--- src/rtl/div_if.sv ---
// div_if: request/response bundle between the execute stage and div_unit.
//   master (execute stage / bench): drives start_i, flush_i, funct3_i, word_i,
//                                   srcA_i, srcB_i; observes busy_o, done_o, result_o
//   slave  (div_unit):              the mirror image
interface div_if #(
  parameter int XLEN = 64
);
  logic            start_i;
  logic            flush_i;
  logic [2:0]      funct3_i;
  logic            word_i;
  logic [XLEN-1:0] srcA_i;
  logic [XLEN-1:0] srcB_i;
  logic            busy_o;
  logic            done_o;
  logic [XLEN-1:0] result_o;

  modport master (
    output start_i, flush_i, funct3_i, word_i, srcA_i, srcB_i,
    input  busy_o, done_o, result_o
  );

  modport slave (
    input  start_i, flush_i, funct3_i, word_i, srcA_i, srcB_i,
    output busy_o, done_o, result_o
  );
endinterface

--- src/rtl/div_unit.sv ---
// div_unit: iterative radix-2 restoring divider for DIV/DIVU/REM/REMU and
// their W variants. One quotient bit per cycle; divide-by-zero and signed
// overflow complete without iterating.
// Ports:
//   clock  - system clock
//   reset  - synchronous, active-high reset
//   bus    - div_if slave modport (start/flush/op/operands in, busy/done/result out)
module div_unit #(
  parameter int XLEN = 64
) (
  input  logic  clock,
  input  logic  reset,
  div_if.slave  bus
);
  localparam int CNT_W = $clog2(XLEN) + 1;
  localparam logic [CNT_W-1:0] CNT_FULL = CNT_W'(XLEN);
  localparam logic [CNT_W-1:0] CNT_WORD = CNT_W'(32);
  localparam logic [CNT_W-1:0] CNT_ONE  = CNT_W'(1);
  localparam logic [XLEN-1:0]  ZERO     = {XLEN{1'b0}};
  localparam logic [XLEN-1:0]  ONES     = {XLEN{1'b1}};

  typedef enum logic [1:0] {IDLE = 2'b00, CALC = 2'b01, DONE = 2'b10} state_t;

  state_t          state, next_state;
  logic [CNT_W-1:0] count, next_count;
  logic [XLEN-1:0] rem, next_rem, quo, next_quo, dvsr, next_dvsr;
  logic [XLEN-1:0] result, next_result;
  logic            neg_q, next_neg_q, neg_r, next_neg_r;
  logic            sel_rem, next_sel_rem, word_op, next_word_op;
  logic            busy, next_busy, done, next_done;

  function automatic logic [XLEN-1:0] sext32(input logic [31:0] v);
    return {{(XLEN-32){v[31]}}, v};
  endfunction

  // Operand preparation from the live inputs (only consumed in IDLE).
  logic            is_signed, a_neg, b_neg, div_zero, overflow, special;
  logic [XLEN-1:0] a_ext, b_ext, abs_a, abs_b, min_val, special_val, special_res;

  always_comb begin
    is_signed = ~bus.funct3_i[0];
    if (bus.word_i) begin
      a_ext   = is_signed ? sext32(bus.srcA_i[31:0]) : {{(XLEN-32){1'b0}}, bus.srcA_i[31:0]};
      b_ext   = is_signed ? sext32(bus.srcB_i[31:0]) : {{(XLEN-32){1'b0}}, bus.srcB_i[31:0]};
      min_val = {{(XLEN-31){1'b1}}, {31{1'b0}}};
    end else begin
      a_ext   = bus.srcA_i;
      b_ext   = bus.srcB_i;
      min_val = {1'b1, {(XLEN-1){1'b0}}};
    end
    a_neg    = is_signed & a_ext[XLEN-1];
    b_neg    = is_signed & b_ext[XLEN-1];
    abs_a    = a_neg ? -a_ext : a_ext;
    abs_b    = b_neg ? -b_ext : b_ext;
    div_zero = (b_ext == ZERO);
    // Operands are already sign-extended, so the word case compares full width too.
    overflow = is_signed & (a_ext == min_val) & (b_ext == ONES);
    special  = div_zero | overflow;
    if (bus.funct3_i[1]) begin
      special_val = div_zero ? a_ext : ZERO;
    end else begin
      special_val = div_zero ? ONES : a_ext;
    end
    special_res = bus.word_i ? sext32(special_val[31:0]) : special_val;
  end

  // One restoring-division step plus final sign correction and result selection.
  logic [XLEN:0]   shifted, diff;
  logic            fits;
  logic [XLEN-1:0] iter_rem, iter_quo, fin_q, fin_r, fin_val, fin_res;

  always_comb begin
    shifted  = {rem, quo[XLEN-1]};
    diff     = shifted - {1'b0, dvsr};
    fits     = ~diff[XLEN];
    iter_rem = fits ? diff[XLEN-1:0] : shifted[XLEN-1:0];
    iter_quo = {quo[XLEN-2:0], fits};
    fin_q    = neg_q ? -iter_quo : iter_quo;
    fin_r    = neg_r ? -iter_rem : iter_rem;
    fin_val  = sel_rem ? fin_r : fin_q;
    fin_res  = word_op ? sext32(fin_val[31:0]) : fin_val;
  end

  // Next-state and next-datapath logic; flush overrides everything but reset.
  always_comb begin
    next_state   = state;
    next_count   = count;
    next_rem     = rem;
    next_quo     = quo;
    next_dvsr    = dvsr;
    next_neg_q   = neg_q;
    next_neg_r   = neg_r;
    next_sel_rem = sel_rem;
    next_word_op = word_op;
    next_busy    = busy;
    next_done    = 1'b0;
    next_result  = result;
    if (bus.flush_i) begin
      next_state = IDLE;
      next_busy  = 1'b0;
    end else begin
      case (state)
        IDLE: begin
          next_busy = 1'b0;
          if (bus.start_i) begin
            next_sel_rem = bus.funct3_i[1];
            next_word_op = bus.word_i;
            next_neg_q   = a_neg ^ b_neg;
            next_neg_r   = a_neg;
            if (special) begin
              next_state  = DONE;
              next_done   = 1'b1;
              next_result = special_res;
            end else begin
              next_state = CALC;
              next_busy  = 1'b1;
              next_count = bus.word_i ? CNT_WORD : CNT_FULL;
              next_rem   = ZERO;
              // Word dividend sits in the top half so it shifts out in 32 steps.
              next_quo   = bus.word_i ? {abs_a[31:0], {(XLEN-32){1'b0}}} : abs_a;
              next_dvsr  = abs_b;
            end
          end else begin
            next_state = IDLE;
          end
        end
        CALC: begin
          next_rem   = iter_rem;
          next_quo   = iter_quo;
          next_count = count - CNT_ONE;
          if (count == CNT_ONE) begin
            next_state  = DONE;
            next_busy   = 1'b0;
            next_done   = 1'b1;
            next_result = fin_res;
          end else begin
            next_busy = 1'b1;
          end
        end
        DONE: begin
          next_state = IDLE;
          next_busy  = 1'b0;
        end
        default: begin
          next_state = IDLE;
          next_busy  = 1'b0;
        end
      endcase
    end
  end

  // State register.
  always_ff @(posedge clock) begin
    if (reset) begin
      state <= IDLE;
    end else begin
      state <= next_state;
    end
  end

  // Datapath and output registers.
  always_ff @(posedge clock) begin
    if (reset) begin
      count   <= {CNT_W{1'b0}};
      rem     <= ZERO;
      quo     <= ZERO;
      dvsr    <= ZERO;
      neg_q   <= 1'b0;
      neg_r   <= 1'b0;
      sel_rem <= 1'b0;
      word_op <= 1'b0;
      busy    <= 1'b0;
      done    <= 1'b0;
      result  <= ZERO;
    end else begin
      count   <= next_count;
      rem     <= next_rem;
      quo     <= next_quo;
      dvsr    <= next_dvsr;
      neg_q   <= next_neg_q;
      neg_r   <= next_neg_r;
      sel_rem <= next_sel_rem;
      word_op <= next_word_op;
      busy    <= next_busy;
      done    <= next_done;
      result  <= next_result;
    end
  end

  assign bus.busy_o   = busy;
  assign bus.done_o   = done;
  assign bus.result_o = result;
endmodule

--- src/flat_wrapper.sv ---
// flat-port wrapper written by rule: the top's interface ports become plain ports
module div_unit_flat 
#(
  parameter int XLEN = 64
)
  (clock, reset, bus_start_i, bus_flush_i, bus_funct3_i, bus_word_i, bus_srcA_i, bus_srcB_i, bus_busy_o, bus_done_o, bus_result_o);
  div_if #(.XLEN(XLEN)) bus_i ();
  input  logic clock;
  input  logic reset;
  input wire logic [$bits(bus_i.start_i)-1:0] bus_start_i;
  input wire logic [$bits(bus_i.flush_i)-1:0] bus_flush_i;
  input wire logic [$bits(bus_i.funct3_i)-1:0] bus_funct3_i;
  input wire logic [$bits(bus_i.word_i)-1:0] bus_word_i;
  input wire logic [$bits(bus_i.srcA_i)-1:0] bus_srcA_i;
  input wire logic [$bits(bus_i.srcB_i)-1:0] bus_srcB_i;
  output wire logic [$bits(bus_i.busy_o)-1:0] bus_busy_o;
  output wire logic [$bits(bus_i.done_o)-1:0] bus_done_o;
  output wire logic [$bits(bus_i.result_o)-1:0] bus_result_o;
  assign bus_i.start_i = bus_start_i;
  assign bus_i.flush_i = bus_flush_i;
  assign bus_i.funct3_i = bus_funct3_i;
  assign bus_i.word_i = bus_word_i;
  assign bus_i.srcA_i = bus_srcA_i;
  assign bus_i.srcB_i = bus_srcB_i;
  assign bus_busy_o = bus_i.busy_o;
  assign bus_done_o = bus_i.done_o;
  assign bus_result_o = bus_i.result_o;
  div_unit #(.XLEN(XLEN)) u_core (.clock(clock), .reset(reset), .bus(bus_i));
endmodule
--- config.mk ---
export PLATFORM = sky130hd
export DESIGN_NAME = div_unit_flat
export DESIGN_NICKNAME = d
export VERILOG_FILES = /design/src/rtl/div_if.sv /design/src/rtl/div_unit.sv /design/src/flat_wrapper.sv
export SDC_FILE = /design/constraint.sdc
export NUM_CORES = 1
export LEC_CHECK = 0
export CORE_MARGIN = 5
export CORE_UTILIZATION = 45
export DETAILED_ROUTE_END_ITERATION = 16
export SYNTH_ARGS = -nofsm -noshare
export SYNTH_HDL_FRONTEND = slang
export SYNTH_SLANG_ARGS = --single-unit
--- constraint.sdc ---
create_clock -name clock -period 13.3 [get_ports clock]
set_clock_uncertainty 0.05 [all_clocks]
set_input_delay 1.33 -clock clock [delete_from_list [all_inputs] [get_ports clock]]
set_output_delay 1.33 -clock clock [all_outputs]
set_load 0.01 [all_outputs]
==> reports/results.tsv, run 1 <==
metric	value	unit
final setup vio count	0	
critical-path cell list	inv_1 > ha_1 > nand4_1 > nor4_1 > nand4_1 > a211oi_2 > o31a_1 > buf_4 > nor2_4 > buf_4 > inv_2 > ha_1 > and2_1 > nand3_1 > nor3_1 > nor4b_1 > and3_1 > nand3_1 > o21ai_0 > xnor2_1 > nand2_1 > o31ai_1 > a311o_1 > a32o_1	
H-tree depth	2	
Synth cell types	112	
core region area	0.0574	mm²
WP buf/inv	4	
post-route minimum period	7680	ps
CTS tree	done	
die area	0.0624	mm²
CTS clk-pin slew, worst paths	60	ps
cts repair resizes	0	
ys flop type	dfxtp_1	
# nets final	3951	
synthesis-to-layout area growth	13.6	%
Register Area	0.00543	mm²
CP delay by family, top	simple AND/OR/NAND/NOR gates	
async set-or-reset flop fraction in the synthesized netlist	0	%
Slowest cell on crit path	nor4_1	
register area share after synthesis	20.9	%
largest net degree at the start of global routing	107	
Final Core Density	51.3	%
met1 usage	50.6	%
number of synthesized register bits	271	
Inserted Clock Buffers	35	
Syn Nets	3941	
worst slack, placed	6010	ps
IO Pins	202	
CP endpoint kind	flop	
Post-synth top cells	525 x nor2_1, 410 x nand2_1, 303 x a21oi_1	
final hold vios	0	
status	finished, final reports clean	
vias	30108	
Placer Congestion	1.05	
Routed WL per cell	26.5	µm
Multi-input gate area	0.0191	mm²
clk buf depth	3	
initial antenna violation count	2	
Max Clk Rate	0.130	GHz
DP Area	0.0281	mm²
clk_lat worst skew	580	ps
Cell Area, Synth	0.0259	mm²
max-slew violations	0	
number of remaining DRC errors	0	
most common cell in the netlist	nor2_1	
reg-to-reg startpoint	u_core.dvsr[39]	
post-synthesis adder-cell area fraction	4.67	%
first-pass GRT wire length	177	mm
Final TNS setup	0	ps
DR iter-0 viols	3791	
Fin Hold WS	403	ps
leakage	10.6	nW
DPL Wire Length	93.3	mm
largest incremental delay on the critical path	630	ps
final cell count without fillers	4534	
fraction of layout cells with a size suffix above 1	5.49	%
Hold WC Path Type	flop to flop	
met2 Use GR	53.3	%
met3 GRT Util	10.1	%
Syn Inst Count	3733	
Post-synth EDFFs	0	
Critical path origin	u_core.dvsr[39]	
clock root buffer	clkbuf_16	
synth top area cells	dfxtp_1 21%, nor2_1 7.6%, nand2_1 5.9%	
r2r setup slk	5620	ps
mux share of post-synthesis cell area	2.16	%
main combinational cell family by area after synthesis	compound AO/OA/AOI/OAI gates	
gr busiest metal	met2	
Filler Cells Inserted	5779	
hold buffers post-CTS	0	
starting density of the core	45.1	%
drt pass-1 iters	6	
Die W	250	µm
Die H	250	µm
Core Rows	88	
area fraction of the dominant cell type after synthesis	20.9	%
XOR/XNOR Fraction of Synth Area	8.35	%
diode count	0	
Avg Inst Size Synth	6.94	µm²
Compound-Gate Fraction of Synth Area	31.0	%
largest area contributor in the netlist	dfxtp_1	
Congestion Overflow GR	0	
total number of yosys warnings	0	
CP max FO	38	
WL final	120	mm
worst slew pin tran	1380	ps
critical path data arrival time	8100	ps
min-delay src	u_core.dvsr[32]	
Worst Setup Slack, final	5620	ps
GRT Total Usage	36.2	%
Max-Cap Viols	0	
# port buffers	200	
Setup Buffers After CTS	0	
placed cell count	4471	
fin area	0.0294	mm²
drt via density	6.64	
number of global-route vias before repair	27363	
RSZ-0062 raised after global routing	false	
pwr/cell area	92.6	mW/mm²
antenna-violating nets left	0	
max_slew headroom	8.01	%
Clock Sinks	271	
CP startpoint kind	flop	
Required @ worst endpoint	13720	ps
IR drop worst, VDD	0.0883	mV
Pwr Total	2.73	mW
fin crit share	57.7	%
CP Class	flop to flop	
Post-Synth Simple-Gate Area	27.2	%
==> worst paths after layout <==
| kind | cells past startpoint | endpoint |
|---|---|---|
| worst min register to register | 2 | u_core.dvsr[32] |
| worst min-delay path | 2 | u_core.dvsr[32] |
| worst max-delay path | 24 | u_core.bus.result_o[62] |
| worst max register to register | 24 | u_core.bus.result_o[62] |
==> state kept, by name, summed over array words and instances, names as in the netlist <==
signal and count:
u_core.quo 64, u_core.rem 64, u_core.bus.done_o 1, u_core.word_op 1, u_core.neg_q 1, u_core.bus.busy_o 1, u_core.neg_r 1, u_core.dvsr 64
u_core.bus.result_o 64, u_core.sel_rem 1, u_core.state 2, u_core.count 7
==> area by class of cell <==
class	count	share of cell area [%]
clock buffers	45	3.27
clock inverters	18	1.09
repair buffers	236	7.72
flip-flops and latches	271	18.4
multi-input cells	3090	64.8
well taps	765	3.25
inverters	109	1.39
==> metal layers <==
layer,up-vias,routed length [µm]
li1,13763,-
met2,1702,50100
met1,14384,51300
met4,0,5520
met3,259,13500
met5,-,0
==> cell usage in the layout, fill, tap and decap left out, drive strengths merged, types with 72 or more instances in the layout <==
cell / count
o21ai: 244
nand2: 410
clkdlybuf4s50: 198
xnor2: 147
a211oi: 98
nor2: 526
o211ai: 72
a21oi: 314
dfxtp: 271
nor3: 132
inv: 109
xor2: 100
==> power breakdown <==
part | leakage (nW) | total [mW] | internal, mW | switching, mW
clock | 0.615 | 1.07 | 0.655 | 0.415
sequential | 2.20 | 0.875 | 0.842 | 0.0327
combinational | 7.83 | 0.780 | 0.257 | 0.524
total | 10.6 | 2.73 | 1.75 | 0.971
==> worst register-to-register path: cells and delay by family (launching register included) <==
family	cells	cell delay, ps
simple gates	11	3400
fa+ha+maj	2	870
xor+xnor	1	90
flops	1	350
buf+inv	4	1100
compound gates	6	1770
==> logic make-up (layout without fill, tap and decap cells) <==
group	Yosys count	in the layout
flip-flops	271	271
XOR/XNOR	247	247
adder cells (fa/ha/maj)	102	102
AND/OR/NAND/NOR	1498	1498
multiplexers	54	54
buffers and inverters	372	408
AO/OA/AOI/OAI	1189	1189
Note: power is estimated with default switching activity, not from simulation.
==> inputs of run 2 (changes only) <==
Clock period 13.3 ns to 7.5 ns, I/O delays scaled along.
==> reports/results.tsv, run 2 (synthesis gave the netlist of run 1 again) <==
metric	value	unit
Required @ worst endpoint	7970	ps
Routed WL per cell	26.7	µm
leakage	10.7	nW
most frequent cells in the layout	522 x nor2_1, 410 x nand2_1, 301 x a21oi_1	
DPL Wire Length	94.4	mm
first-pass GRT wire length	177	mm
final setup vio count	0	
pwr/cell area	157	mW/mm²
min-delay src	u_core.dvsr[52]	
core region area	0.0574	mm²
Die W	250	µm
max-slew violations	0	
Max-Cap Viols	0	
post-route minimum period	6690	ps
Min-Delay Endpoint	u_core.dvsr[52]	
Multi-input gate area	0.0191	mm²
max_slew headroom	15.6	%
H-tree depth	2	
starting density of the core	45.1	%
CTS tree	done	
Placer Congestion	1.02	
drt pass-1 iters	7	
clk buf depth	3	
reg-to-reg startpoint	u_core.dvsr[50]	
worst slack, placed	1130	ps
cts repair resizes	0	
Hold WC Path Type	flop to flop	
# port buffers	200	
Worst Hold Depth	2	
DR iter-0 viols	3588	
CTS clk-pin slew, worst paths	50	ps
Setup Buffers After CTS	0	
WP buf/inv	3	
CP endpoint kind	flop	
synthesis-to-layout area growth	13.6	%
Worst Setup Slack, final	812	ps
fraction of layout cells with a size suffix above 1	5.84	%
number of remaining DRC errors	0	
number of cells on the worst reg-to-reg path	21	
Die H	250	µm
Crit path top cell by count	nand4_1	
Pwr Total	4.62	mW
CP max FO	12	
Slowest cell on crit path	nor4_1	
Core Rows	88	
Max Clk Rate	0.150	GHz
antenna-violating nets left	0	
fin crit share	89.2	%
initial antenna violation count	6	
Final TNS setup	0	ps
GRT Total Usage	36.4	%
WL final	121	mm
final hold vios	0	
Filler Cells Inserted	5748	
CP startpoint kind	flop	
critical path data arrival time	7150	ps
Fin Hold WS	398	ps
worst slew pin tran	1270	ps
die area	0.0624	mm²
CP Class	flop to flop	
largest incremental delay on the critical path	640	ps
hold buffers post-CTS	0	
vias	30051	
IR drop worst, VDD	0.130	mV
r2r setup slk	810	ps
Inserted Clock Buffers	35	
Congestion Overflow GR	0	
number of global-route vias before repair	27219	
drt via density	6.60	
# nets final	3971	
critical-path cell list	inv_1 > ha_1 > nand4_1 > nor3_1 > nand4_1 > a211oi_2 > o31a_1 > nor2_4 > inv_2 > nor2_1 > a21oi_1 > ha_1 > and3_1 > nand4_1 > o41ai_2 > nand4_1 > nor4_1 > buf_4 > o21ai_1 > a211o_1 > nand3_1	
RSZ-0062 raised after global routing	false	
clk_lat worst skew	590	ps
clock root buffer	clkbuf_16	
Clock Sinks	271	
commonest non-fill, non-tap cell in the layout	nor2_1	
reg2reg end	u_core.bus.result_o[54]	
CP delay by family, top	simple AND/OR/NAND/NOR gates	
Register Area	0.00543	mm²
IO Pins	202	
largest net degree at the start of global routing	98	
status	finished, final reports clean	
run 2: layout make-up:
class | count | area share [%]
Timing Repair Buffer | 256 | 8.27
Inverter | 109 | 1.39
Sequential cell | 271 | 18.5
Tap cell | 765 | 3.25
Clock buffer | 50 | 3.41
Multi-Input combinational cell | 3090 | 64.9
Antenna cell | 2 | 0.0170
Clock inverter | 10 | 0.328
run 2: worst register-to-register path, stage by stage (launching register included):
cell	delay (ps)
dfxtp_1	330
inv_1	160
ha_1	580
nand4_1	240
nor3_1	490
nand4_1	430
a211oi_2	470
o31a_1	250
nor2_4	60
inv_2	180
nor2_1	60
a21oi_1	230
ha_1	290
and3_1	220
nand4_1	260
o41ai_2	590
nand4_1	450
nor4_1	650
buf_4	210
o21ai_1	60
a211o_1	300
nand3_1	80
run 2: layer usage:
layer / track usage (%) / wire [µm] / part of all wire (%) / vias up
met2: 53.2 / 50200 / 41 / 1737
met5: 0 / 42 / 0.035 / -
met4: 13.7 / 5400 / 4.4 / 6
li1: - / - / - / 13801
met3: 10.8 / 14200 / 12 / 261
met1: 50.5 / 51500 / 42 / 14246
run 2: through the flow:
step	util, %	area (µm²)	cells
floorplan	-	25900	3733
global placement	49.3	28300	4491
detailed placement	49.3	28300	4491
CTS	51.3	29400	4551
global route	51.3	29400	4551
finish	51.3	29400	4553
run 2: power breakdown:
group / internal (mW) / total (mW) / switching [mW]
sequential: 1.49 / 1.55 / 0.0597
combinational: 0.462 / 1.40 / 0.941
clock: 0.937 / 1.66 / 0.721
total: 2.89 / 4.62 / 1.72
run 2: how the worst max path moves through the flow:
stage	startpoint	depth (start not counted)	slack (ps)	endpoint
2_1_floorplan	u_core.quo[63]	27	1640	u_core.bus.result_o[46]
3_3_place_gp	u_core.dvsr[50]	21	1240	u_core.bus.result_o[54]
3_5_place_dp	u_core.dvsr[50]	21	1130	u_core.bus.result_o[54]
4_1_cts	u_core.dvsr[50]	21	1090	u_core.bus.result_o[54]
5_1_grt	u_core.dvsr[50]	21	630	u_core.bus.result_o[54]
6_report	u_core.dvsr[50]	21	810	u_core.bus.result_o[54]
